File: config.mk
export PLATFORM = sky130hd
export DESIGN_NAME = load_store_buffer
export DESIGN_NICKNAME = d
export VERILOG_FILES = /design/src/rtl/load_store_buffer_pkg.sv /design/src/rtl/load_store_buffer_load_extend.sv /design/src/rtl/load_store_buffer.sv
export SDC_FILE = /design/constraint.sdc
export NUM_CORES = 2
export LEC_CHECK = 0
export CORE_MARGIN = 1
export CORE_UTILIZATION = 37
export CTS_CLUSTER_DIAMETER = 80
export DETAILED_ROUTE_END_ITERATION = 12
export PLACE_DENSITY = 0.56
export SLEW_MARGIN = 20
export SYNTH_ARGS = -nofsm -noshare
export SYNTH_HDL_FRONTEND = slang
export SYNTH_SLANG_ARGS = --single-unit
File: constraint.sdc
create_clock -name clk -period 5.46 [get_ports clk]
set_input_delay 0.819 -clock clk [delete_from_list [all_inputs] [get_ports clk]]
set_output_delay 0.819 -clock clk [all_outputs]
set_load 0.01 [all_outputs]
File: src/rtl/load_store_buffer_pkg.sv
// Shared widths, operation encodings and entry layout for the load/store buffer.
// Optional misalignment trap is enabled with LSB_ALIGN_CHECK_EN.
package load_store_buffer_pkg;

    localparam int DATA_WIDTH = 32;
    localparam int ROB_WIDTH  = 5;
    localparam int OP_WIDTH   = 4;

    localparam logic [ROB_WIDTH-1:0] ZERO_ROB = '0;

    localparam logic [OP_WIDTH-1:0] OP_LB  = 4'd1;
    localparam logic [OP_WIDTH-1:0] OP_LH  = 4'd2;
    localparam logic [OP_WIDTH-1:0] OP_LW  = 4'd3;
    localparam logic [OP_WIDTH-1:0] OP_LBU = 4'd4;
    localparam logic [OP_WIDTH-1:0] OP_LHU = 4'd5;
    localparam logic [OP_WIDTH-1:0] OP_SB  = 4'd6;
    localparam logic [OP_WIDTH-1:0] OP_SH  = 4'd7;
    localparam logic [OP_WIDTH-1:0] OP_SW  = 4'd8;

    localparam logic [1:0] SIZE_BYTE = 2'd0;
    localparam logic [1:0] SIZE_HALF = 2'd1;
    localparam logic [1:0] SIZE_WORD = 2'd2;

    typedef struct packed {
        logic [OP_WIDTH-1:0]   op;
        logic [ROB_WIDTH-1:0]  qj;
        logic [ROB_WIDTH-1:0]  qk;
        logic [DATA_WIDTH-1:0] vj;
        logic [DATA_WIDTH-1:0] vk;
        logic [DATA_WIDTH-1:0] imm;
        logic [ROB_WIDTH-1:0]  rob;
    } lsb_entry_t;

    function automatic logic is_store(input logic [OP_WIDTH-1:0] op);
        return (op == OP_SB) || (op == OP_SH) || (op == OP_SW);
    endfunction

    function automatic logic [1:0] op_size(input logic [OP_WIDTH-1:0] op);
        case (op)
            OP_LB, OP_LBU, OP_SB: return SIZE_BYTE;
            OP_LH, OP_LHU, OP_SH: return SIZE_HALF;
            default:              return SIZE_WORD;
        endcase
    endfunction

endpackage

File: src/rtl/load_store_buffer_load_extend.sv
// Combinational load result formatting: sign/zero extension of the raw
// memory word according to the load operation.
module load_extend
    import load_store_buffer_pkg::*;
(
    input  logic [OP_WIDTH-1:0]   op,
    input  logic [DATA_WIDTH-1:0] raw,
    output logic [DATA_WIDTH-1:0] ext
);

    always_comb begin
        case (op)
            OP_LB:   ext = {{24{raw[7]}}, raw[7:0]};
            OP_LH:   ext = {{16{raw[15]}}, raw[15:0]};
            OP_LBU:  ext = {24'd0, raw[7:0]};
            OP_LHU:  ext = {16'd0, raw[15:0]};
            default: ext = raw;
        endcase
    end

endmodule

File: src/rtl/load_store_buffer.sv
// In-order load/store queue: operand capture from decoder and CDBs, one memory
// access at a time, load result broadcast. Optional feature macro: LSB_ALIGN_CHECK_EN.
module load_store_buffer
    import load_store_buffer_pkg::*;
#(
    parameter int LSB_SIZE  = 8,
    parameter int LSB_WIDTH = 3
)
(
    input  logic                  clk,
    input  logic                  rst,
    input  logic                  assignment_ena,
    input  logic [OP_WIDTH-1:0]   in_op,
    input  logic [ROB_WIDTH-1:0]  in_Qj,
    input  logic [ROB_WIDTH-1:0]  in_Qk,
    input  logic [DATA_WIDTH-1:0] in_Vj,
    input  logic [DATA_WIDTH-1:0] in_Vk,
    input  logic [DATA_WIDTH-1:0] in_imm,
    input  logic [ROB_WIDTH-1:0]  in_rd_rob,
    input  logic [ROB_WIDTH-1:0]  in_alu_cdb_rob_tag,
    input  logic [DATA_WIDTH-1:0] in_alu_cdb_data,
    input  logic [ROB_WIDTH-1:0]  in_commit_store_rob,
    input  logic                  in_rollback,
    output logic                  out_mem_req,
    output logic                  out_mem_we,
    output logic [DATA_WIDTH-1:0] out_mem_addr,
    output logic [1:0]            out_mem_size,
    output logic [DATA_WIDTH-1:0] out_mem_wdata,
    input  logic                  in_mem_done,
    input  logic [DATA_WIDTH-1:0] in_mem_rdata,
    output logic [ROB_WIDTH-1:0]  out_ls_cdb_rob_tag,
    output logic [DATA_WIDTH-1:0] out_ls_cdb_data,
    output logic                  out_store_done,
`ifdef LSB_ALIGN_CHECK_EN
    output logic                  out_ls_cdb_exc,
`endif
    output logic                  out_has_capacity
);

    localparam logic [0:0] S_IDLE = 1'b0;
    localparam logic [0:0] S_WAIT = 1'b1;
    localparam logic [LSB_WIDTH:0] FULL_COUNT = LSB_SIZE[LSB_WIDTH:0];

    lsb_entry_t             entries [LSB_SIZE];
    logic [LSB_SIZE-1:0]    busy;
    logic [LSB_WIDTH-1:0]   head, tail;
    logic [LSB_WIDTH:0]     count;
    logic [0:0]             state;
    logic                   discard;

    lsb_entry_t             head_entry, alloc_entry;
    logic [DATA_WIDTH-1:0]  head_addr, ext_data;
    logic                   head_store, head_ready, start, misaligned, retire, alloc;

    load_extend u_load_extend (
        .op  (head_entry.op),
        .raw (in_mem_rdata),
        .ext (ext_data)
    );

    assign out_has_capacity = (count != FULL_COUNT);

    always_comb begin
        head_entry = entries[head];
        head_addr  = head_entry.vj + head_entry.imm;
        head_store = is_store(head_entry.op);
        head_ready = busy[head] && (head_entry.qj == ZERO_ROB) &&
                     (!head_store || (head_entry.qk == ZERO_ROB));
        start      = (state == S_IDLE) && !in_rollback && head_ready &&
                     (!head_store || (in_commit_store_rob == head_entry.rob));
`ifdef LSB_ALIGN_CHECK_EN
        misaligned = ((op_size(head_entry.op) == SIZE_HALF) && head_addr[0]) ||
                     ((op_size(head_entry.op) == SIZE_WORD) && (head_addr[1:0] != 2'b00));
`else
        misaligned = 1'b0;
`endif
        retire = ((state == S_WAIT) && in_mem_done && !discard && !in_rollback) ||
                 (start && misaligned);
        // A retiring head frees its slot this edge, so a full queue may still accept.
        alloc  = assignment_ena && !in_rollback && (out_has_capacity || retire);
    end

    always_comb begin
        alloc_entry.op  = in_op;
        alloc_entry.qj  = in_Qj;
        alloc_entry.qk  = in_Qk;
        alloc_entry.vj  = in_Vj;
        alloc_entry.vk  = in_Vk;
        alloc_entry.imm = in_imm;
        alloc_entry.rob = in_rd_rob;
        if (in_Qj != ZERO_ROB && in_Qj == in_alu_cdb_rob_tag) begin
            alloc_entry.qj = ZERO_ROB;
            alloc_entry.vj = in_alu_cdb_data;
        end
        if (in_Qj != ZERO_ROB && in_Qj == out_ls_cdb_rob_tag) begin
            alloc_entry.qj = ZERO_ROB;
            alloc_entry.vj = out_ls_cdb_data;
        end
        if (in_Qk != ZERO_ROB && in_Qk == in_alu_cdb_rob_tag) begin
            alloc_entry.qk = ZERO_ROB;
            alloc_entry.vk = in_alu_cdb_data;
        end
        if (in_Qk != ZERO_ROB && in_Qk == out_ls_cdb_rob_tag) begin
            alloc_entry.qk = ZERO_ROB;
            alloc_entry.vk = out_ls_cdb_data;
        end
    end

    always_ff @(posedge clk) begin
        if (rst) begin
            busy               <= '0;
            head               <= '0;
            tail               <= '0;
            count              <= '0;
            state              <= S_IDLE;
            discard            <= 1'b0;
            out_mem_req        <= 1'b0;
            out_mem_we         <= 1'b0;
            out_mem_addr       <= '0;
            out_mem_size       <= '0;
            out_mem_wdata      <= '0;
            out_ls_cdb_rob_tag <= ZERO_ROB;
            out_ls_cdb_data    <= '0;
            out_store_done     <= 1'b0;
`ifdef LSB_ALIGN_CHECK_EN
            out_ls_cdb_exc     <= 1'b0;
`endif
        end else begin
            out_ls_cdb_rob_tag <= ZERO_ROB;
            out_ls_cdb_data    <= '0;
            out_store_done     <= 1'b0;
`ifdef LSB_ALIGN_CHECK_EN
            out_ls_cdb_exc     <= 1'b0;
`endif
            case (state)
                S_IDLE: begin
                    if (start && misaligned) begin
                        if (head_store) begin
                            out_store_done <= 1'b1;
                        end else begin
                            out_ls_cdb_rob_tag <= head_entry.rob;
                        end
`ifdef LSB_ALIGN_CHECK_EN
                        out_ls_cdb_exc <= 1'b1;
`endif
                    end else if (start) begin
                        out_mem_req   <= 1'b1;
                        out_mem_we    <= head_store;
                        out_mem_addr  <= head_addr;
                        out_mem_size  <= op_size(head_entry.op);
                        out_mem_wdata <= head_entry.vk;
                        state         <= S_WAIT;
                    end
                end
                default: begin
                    // A flushed access still runs to completion; only its result is dropped.
                    if (in_mem_done) begin
                        out_mem_req <= 1'b0;
                        state       <= S_IDLE;
                        discard     <= 1'b0;
                        if (retire) begin
                            if (head_store) begin
                                out_store_done <= 1'b1;
                            end else begin
                                out_ls_cdb_rob_tag <= head_entry.rob;
                                out_ls_cdb_data    <= ext_data;
                            end
                        end
                    end else if (in_rollback) begin
                        discard <= 1'b1;
                    end
                end
            endcase

            // Operand snoop; the ls CDB is applied second so it wins a tie.
            for (int unsigned i = 0; i < LSB_SIZE; i++) begin
                if (busy[i]) begin
                    if (in_alu_cdb_rob_tag != ZERO_ROB && entries[i].qj == in_alu_cdb_rob_tag) begin
                        entries[i].qj <= ZERO_ROB;
                        entries[i].vj <= in_alu_cdb_data;
                    end
                    if (out_ls_cdb_rob_tag != ZERO_ROB && entries[i].qj == out_ls_cdb_rob_tag) begin
                        entries[i].qj <= ZERO_ROB;
                        entries[i].vj <= out_ls_cdb_data;
                    end
                    if (in_alu_cdb_rob_tag != ZERO_ROB && entries[i].qk == in_alu_cdb_rob_tag) begin
                        entries[i].qk <= ZERO_ROB;
                        entries[i].vk <= in_alu_cdb_data;
                    end
                    if (out_ls_cdb_rob_tag != ZERO_ROB && entries[i].qk == out_ls_cdb_rob_tag) begin
                        entries[i].qk <= ZERO_ROB;
                        entries[i].vk <= out_ls_cdb_data;
                    end
                end
            end

            if (retire) begin
                busy[head] <= 1'b0;
                head       <= head + 1'b1;
            end
            if (alloc) begin
                entries[tail] <= alloc_entry;
                busy[tail]    <= 1'b1;
                tail          <= tail + 1'b1;
            end
            case ({alloc, retire})
                2'b10:   count <= count + 1'b1;
                2'b01:   count <= count - 1'b1;
                default: ;
            endcase

            if (in_rollback) begin
                busy  <= '0;
                head  <= tail;
                count <= '0;
            end
        end
    end

endmodule
==> reports/results.txt <==
The footprint of the multi-input gates was 0.0237 mm2. The tools report the type of origin of the critical path as a flip-flop. The routed design has 185 mm of wire. The initialized floorplan defines 141 standard-cell rows. In this run the tightest slew margin relative to its limit is 22.4%. The tools report the area of the mapped netlist as 0.0557 mm2.

By area, the combinational part of the netlist is dominated by multiplexers. The overall track demand over capacity in global routing came out at 24.0%. On the critical path the largest part of the delay comes from buffers and inverters. Post-CTS timing repair inserted 0 buffers for setup. Summing the areas of all compound-gate instances in the mapped netlist gives 8.42% of the synthesized area. Stage delay of the slowest cell on the critical path: 0.89 ns.

Yosys mapped a number of flops with a built-in enable equal to 920. The first-pass GRT wire length was 266 mm; the distinct cell type count of the synthesized netlist was 69. Data on the critical path is required at its endpoint by 6.11 ns. The total count of hold-check failures in the final report is 0, and the per-cell routed wire length is 27.0 um. Power spread over the standard cell area amounts to 286 mW/mm2. The estimated wirelength of the detail-placed design was 114 mm. For this run, the top clock speed supported by timing is 0.211 GHz. Summing the areas of all and, or, nand and nor instances in the mapped netlist gives 8.29% of the synthesized area. In the layout the commonest cells are sky130_fd_sc_hd__edfxtp_1 (920), sky130_fd_sc_hd__nor2_1 (736), sky130_fd_sc_hd__mux2i_1 (648). The vertical die dimension was 390 um; the layout-stage area growth over the synthesis result was 17.5%.

The H-tree generated during clock tree synthesis spans 3 levels. The final estimated routing congestion in global placement was 0.886. The die is 390 um wide.

Buffers inserted to repair hold after CTS numbered 0. The proportion of synthesized area in mux cells came out at 21.2%. The final global-route overflow total came out at 0. Setup repair after global routing left no endpoint under its margin. Averaged over all synthesized cells, the footprint is 12.1 um2. Counting flops with an async set or reset pin after synthesis yields a share of 0%. Of all nets on the critical path, the largest fanout is 38.

The detail-routed via count per cell is 5.60, and the register area is 0.0302 mm2. Of the cells placed in the final design, the portion with a size suffix greater than 1 is 14.9%. TritonCTS built the clock tree. Entering global routing, the biggest net connects 141 pins.

The first routing iteration left 3740 violations. Before antenna repair, the detailed router went through 5 iterations. The critical path goes through buf_4 -> buf_4 -> mux4_2 -> mux2_2 -> ha_1 -> and3_1 -> nand2_1 -> o31ai_1 -> a21oi_1 -> xor2_1 -> a211oi_1.

Prevailing post-synth register cell: sky130_fd_sc_hd__edfxtp_1. The number of remaining DRC errors is 0. The final setup TNS was 0 ns; the fraction of the yosys area taken by sequential cells was 54.3%. Start-to-end type of the worst setup path: reg2reg. The analysis attributes to cell leakage a power of 20.7 nW. The number of nets handed over by synthesis was 4825. The final-report max-slew violation count was 0; the total clock buffers created by CTS was 120. By instance count, the cell type seen most on the critical path is sky130_fd_sc_hd__buf_4. Final antenna-violating net count: 0.

The setup slack on the worst flop-to-flop path is 0.71 ns, and the number of gates given a new drive strength after cts is 0. STA classifies the critical path endpoint as a flip-flop. The final net count was 4971. The most common cell after layout, fill and taps aside is sky130_fd_sc_hd__edfxtp_1.

At the later pin of the worst-skew pair, clock insertion delay measures 0.76 ns. The cell with the largest stage delay on the worst path was sky130_fd_sc_hd__dfxtp_4. The initial utilization of the core area, before any placement, comes to 37.5%.

Once layout is complete, the utilization of the core stands at 44.0%. The post-route clock period utilization is 86.9%. CTS placed an instance of sky130_fd_sc_hd__clkbuf_16 at the clock tree root. 301 I/O pins were placed. Synthesis inferred 1049 register bits. The cell area after layout is 0.0654 mm2. For this design, the sink count on the clock tree is 1049. The filler cells instantiated in the layout total 13586. Setup violations remaining at the end of the flow were counted as 0.

The worst-case hold slack came out at 0.486 ns. The number of I/O port buffers works out to 300. The number of global-route vias before repair came out at 37327. The area share of xor/xnor cells in the synthesized design came out at 3.38%. The floorplan step defined a die boundary enclosing 0.152 mm2. The critical path contains buffers and inverters numbering 2 combined. The maximum clock skew at final layout came out at 0.0447 ns. During synthesis, Yosys emitted a total of 0 warnings. The routed layout has 38383 vias. The share of synthesized cell area in full adder, half adder and majority cells was 0.881%. Type of the most critical hold path: reg2reg.

For the number of antenna violations at the first check in global routing, the log shows 7. The worst-case IR drop observed on VDD is 0.247 mV. The number of max-cap violations is 0. The routed design could run at a clock period as short as 4.75 ns.

The tools report the deepest clock path buffer count as 3. After technology mapping, the gate count stands at 4593. The clock transition at the registers of the reported paths was 0.06 ns. The floorplan step defined a core boundary enclosing 0.149 mm2. For the total cell area at the placement stage, the log shows 0.0613 mm2.

The flow ran to the end, and the final reports show no timing, DRC or antenna violations. Data on the critical path arrives at its endpoint at 5.40 ns. Actual slew at the worst max-slew pin: 1.16 ns.
## worst reg2reg max path, cell delays in order (launching register included)
cell,delay (ns)
sky130_fd_sc_hd__dfxtp_4,0.89
sky130_fd_sc_hd__buf_4,0.58
sky130_fd_sc_hd__buf_4,0.44
sky130_fd_sc_hd__mux4_2,0.57
sky130_fd_sc_hd__mux2_2,0.31
sky130_fd_sc_hd__ha_1,0.46
sky130_fd_sc_hd__and3_1,0.30
sky130_fd_sc_hd__nand2_1,0.08
sky130_fd_sc_hd__o31ai_1,0.46
sky130_fd_sc_hd__a21oi_1,0.17
sky130_fd_sc_hd__xor2_1,0.17
sky130_fd_sc_hd__a211oi_1,0.22
## metrics by stage
stage / instances / worst slack, ns / total power [W]
6_report: 6850 / 0.715 / 0.0187
4_1_cts: 6848 / 0.656 / 0.0188
2_1_floorplan: 4593 / 0.764 / 0.00986
3_3_place_gp: 6619 / 0.735 / 0.0104
3_5_place_dp: 6619 / 0.678 / 0.0104
5_1_grt: 6849 / 0.400 / 0.0192
## path summary, 6_finish.rpt
path                                             from                            end  depth (start not counted)
worst max-delay path                        flip-flop  out_mem_addr[30]$_SDFFE_PP0P_                         11
worst min register to register  count[3]$_SDFFE_PP0P_          count[3]$_SDFFE_PP0P_                          2
worst min-delay path            count[3]$_SDFFE_PP0P_          count[3]$_SDFFE_PP0P_                          2
worst max register to register              flip-flop  out_mem_addr[30]$_SDFFE_PP0P_                         11
## area by class of cell
cell class / count / share of cell area, %
sequential: 1049 / 46.2
multi-input combinational: 3073 / 36.3
timing repair buffer: 462 / 7.17
clock buffer: 175 / 5.42
tap: 2002 / 3.83
clock inverter: 54 / 0.880
inverter: 33 / 0.189
antenna: 2 / 0.00765
## routing by layer
| metal | up-vias | GRT usage (%) | share of wire, % |
|---|---|---|---|
| met3 | 262 | 3.23 | 7.1 |
| met2 | 1590 | 39.5 | 48 |
| met4 | 0 | 6.83 | 2.4 |
| met1 | 19214 | 33.2 | 43 |
| met5 | - | 0 | 0 |
| li1 | 17317 | - | - |
## where the power goes
part | switching, W | internal, W | total (W)
clock | 0.00347 | 0.00494 | 0.00841
combinational | 0.000879 | 0.000614 | 0.00149
sequential | 0.0000295 | 0.00876 | 0.00879
total | 0.00438 | 0.0143 | 0.0187
## synth_stat cells (4+ instances only)
library cell	count	area [um2]
sky130_fd_sc_hd__nand2_1	154	578
sky130_fd_sc_hd__nand3b_1	7	52.6
sky130_fd_sc_hd__o21bai_1	4	30.0
sky130_fd_sc_hd__edfxtp_1	920	27600
sky130_fd_sc_hd__mux4_2	203	4570
sky130_fd_sc_hd__xnor2_1	129	1130
sky130_fd_sc_hd__o21ai_1	65	325
sky130_fd_sc_hd__o21ai_0	27	135
sky130_fd_sc_hd__a21boi_0	4	30.0
sky130_fd_sc_hd__ha_1	36	450
sky130_fd_sc_hd__nor4b_1	8	70.1
sky130_fd_sc_hd__or3_1	5	31.3
sky130_fd_sc_hd__o2111ai_1	4	35.0
sky130_fd_sc_hd__nor3_1	29	145
sky130_fd_sc_hd__buf_6	9	101
sky130_fd_sc_hd__clkbuf_1	309	1160
sky130_fd_sc_hd__o21a_1	4	30.0
sky130_fd_sc_hd__nand4_1	9	56.3
sky130_fd_sc_hd__a21o_1	22	165
sky130_fd_sc_hd__a22oi_1	9	67.6
sky130_fd_sc_hd__a311oi_1	5	43.8
sky130_fd_sc_hd__buf_1	30	113
sky130_fd_sc_hd__dfxtp_1	129	2580
sky130_fd_sc_hd__a211oi_2	35	438
sky130_fd_sc_hd__a31oi_1	20	125
sky130_fd_sc_hd__nor4_2	18	225
sky130_fd_sc_hd__inv_1	33	124
sky130_fd_sc_hd__nor2_1	737	2770
sky130_fd_sc_hd__mux2i_1	648	6490
sky130_fd_sc_hd__mux2_2	61	687
sky130_fd_sc_hd__o22ai_1	6	37.5
sky130_fd_sc_hd__and2_1	4	25.0
sky130_fd_sc_hd__and3_1	8	50.1
sky130_fd_sc_hd__a21oi_1	581	2910
sky130_fd_sc_hd__buf_2	82	410
sky130_fd_sc_hd__buf_4	5	37.5
sky130_fd_sc_hd__nor4_1	14	87.6
sky130_fd_sc_hd__nor2b_1	8	50.1
sky130_fd_sc_hd__a211oi_1	12	90.1
sky130_fd_sc_hd__xor2_1	86	753
sky130_fd_sc_hd__nand3_1	50	250
sky130_fd_sc_hd__nand2b_1	13	81.3
## flip-flops by register name (all words and copies together) (netlist names), 4 cells and up, named ones only
signal	flops
out_ls_cdb_rob_tag	5
count	4
out_ls_cdb_data	32
out_mem_addr	32
entries	920
out_mem_wdata	32
busy	8
## kinds of logic (layout without fill, tap and decap cells)
family,count (synthesis),count (layout)
adder cells (fa/ha/maj),38,38
other,0,2
flip-flops,1049,1049
buffers and inverters,471,724
AO/OA/AOI/OAI,824,824
XOR/XNOR,215,215
AND/OR/NAND/NOR,1082,1082
multiplexers,914,914
Note: power is estimated with default switching activity, not from simulation.
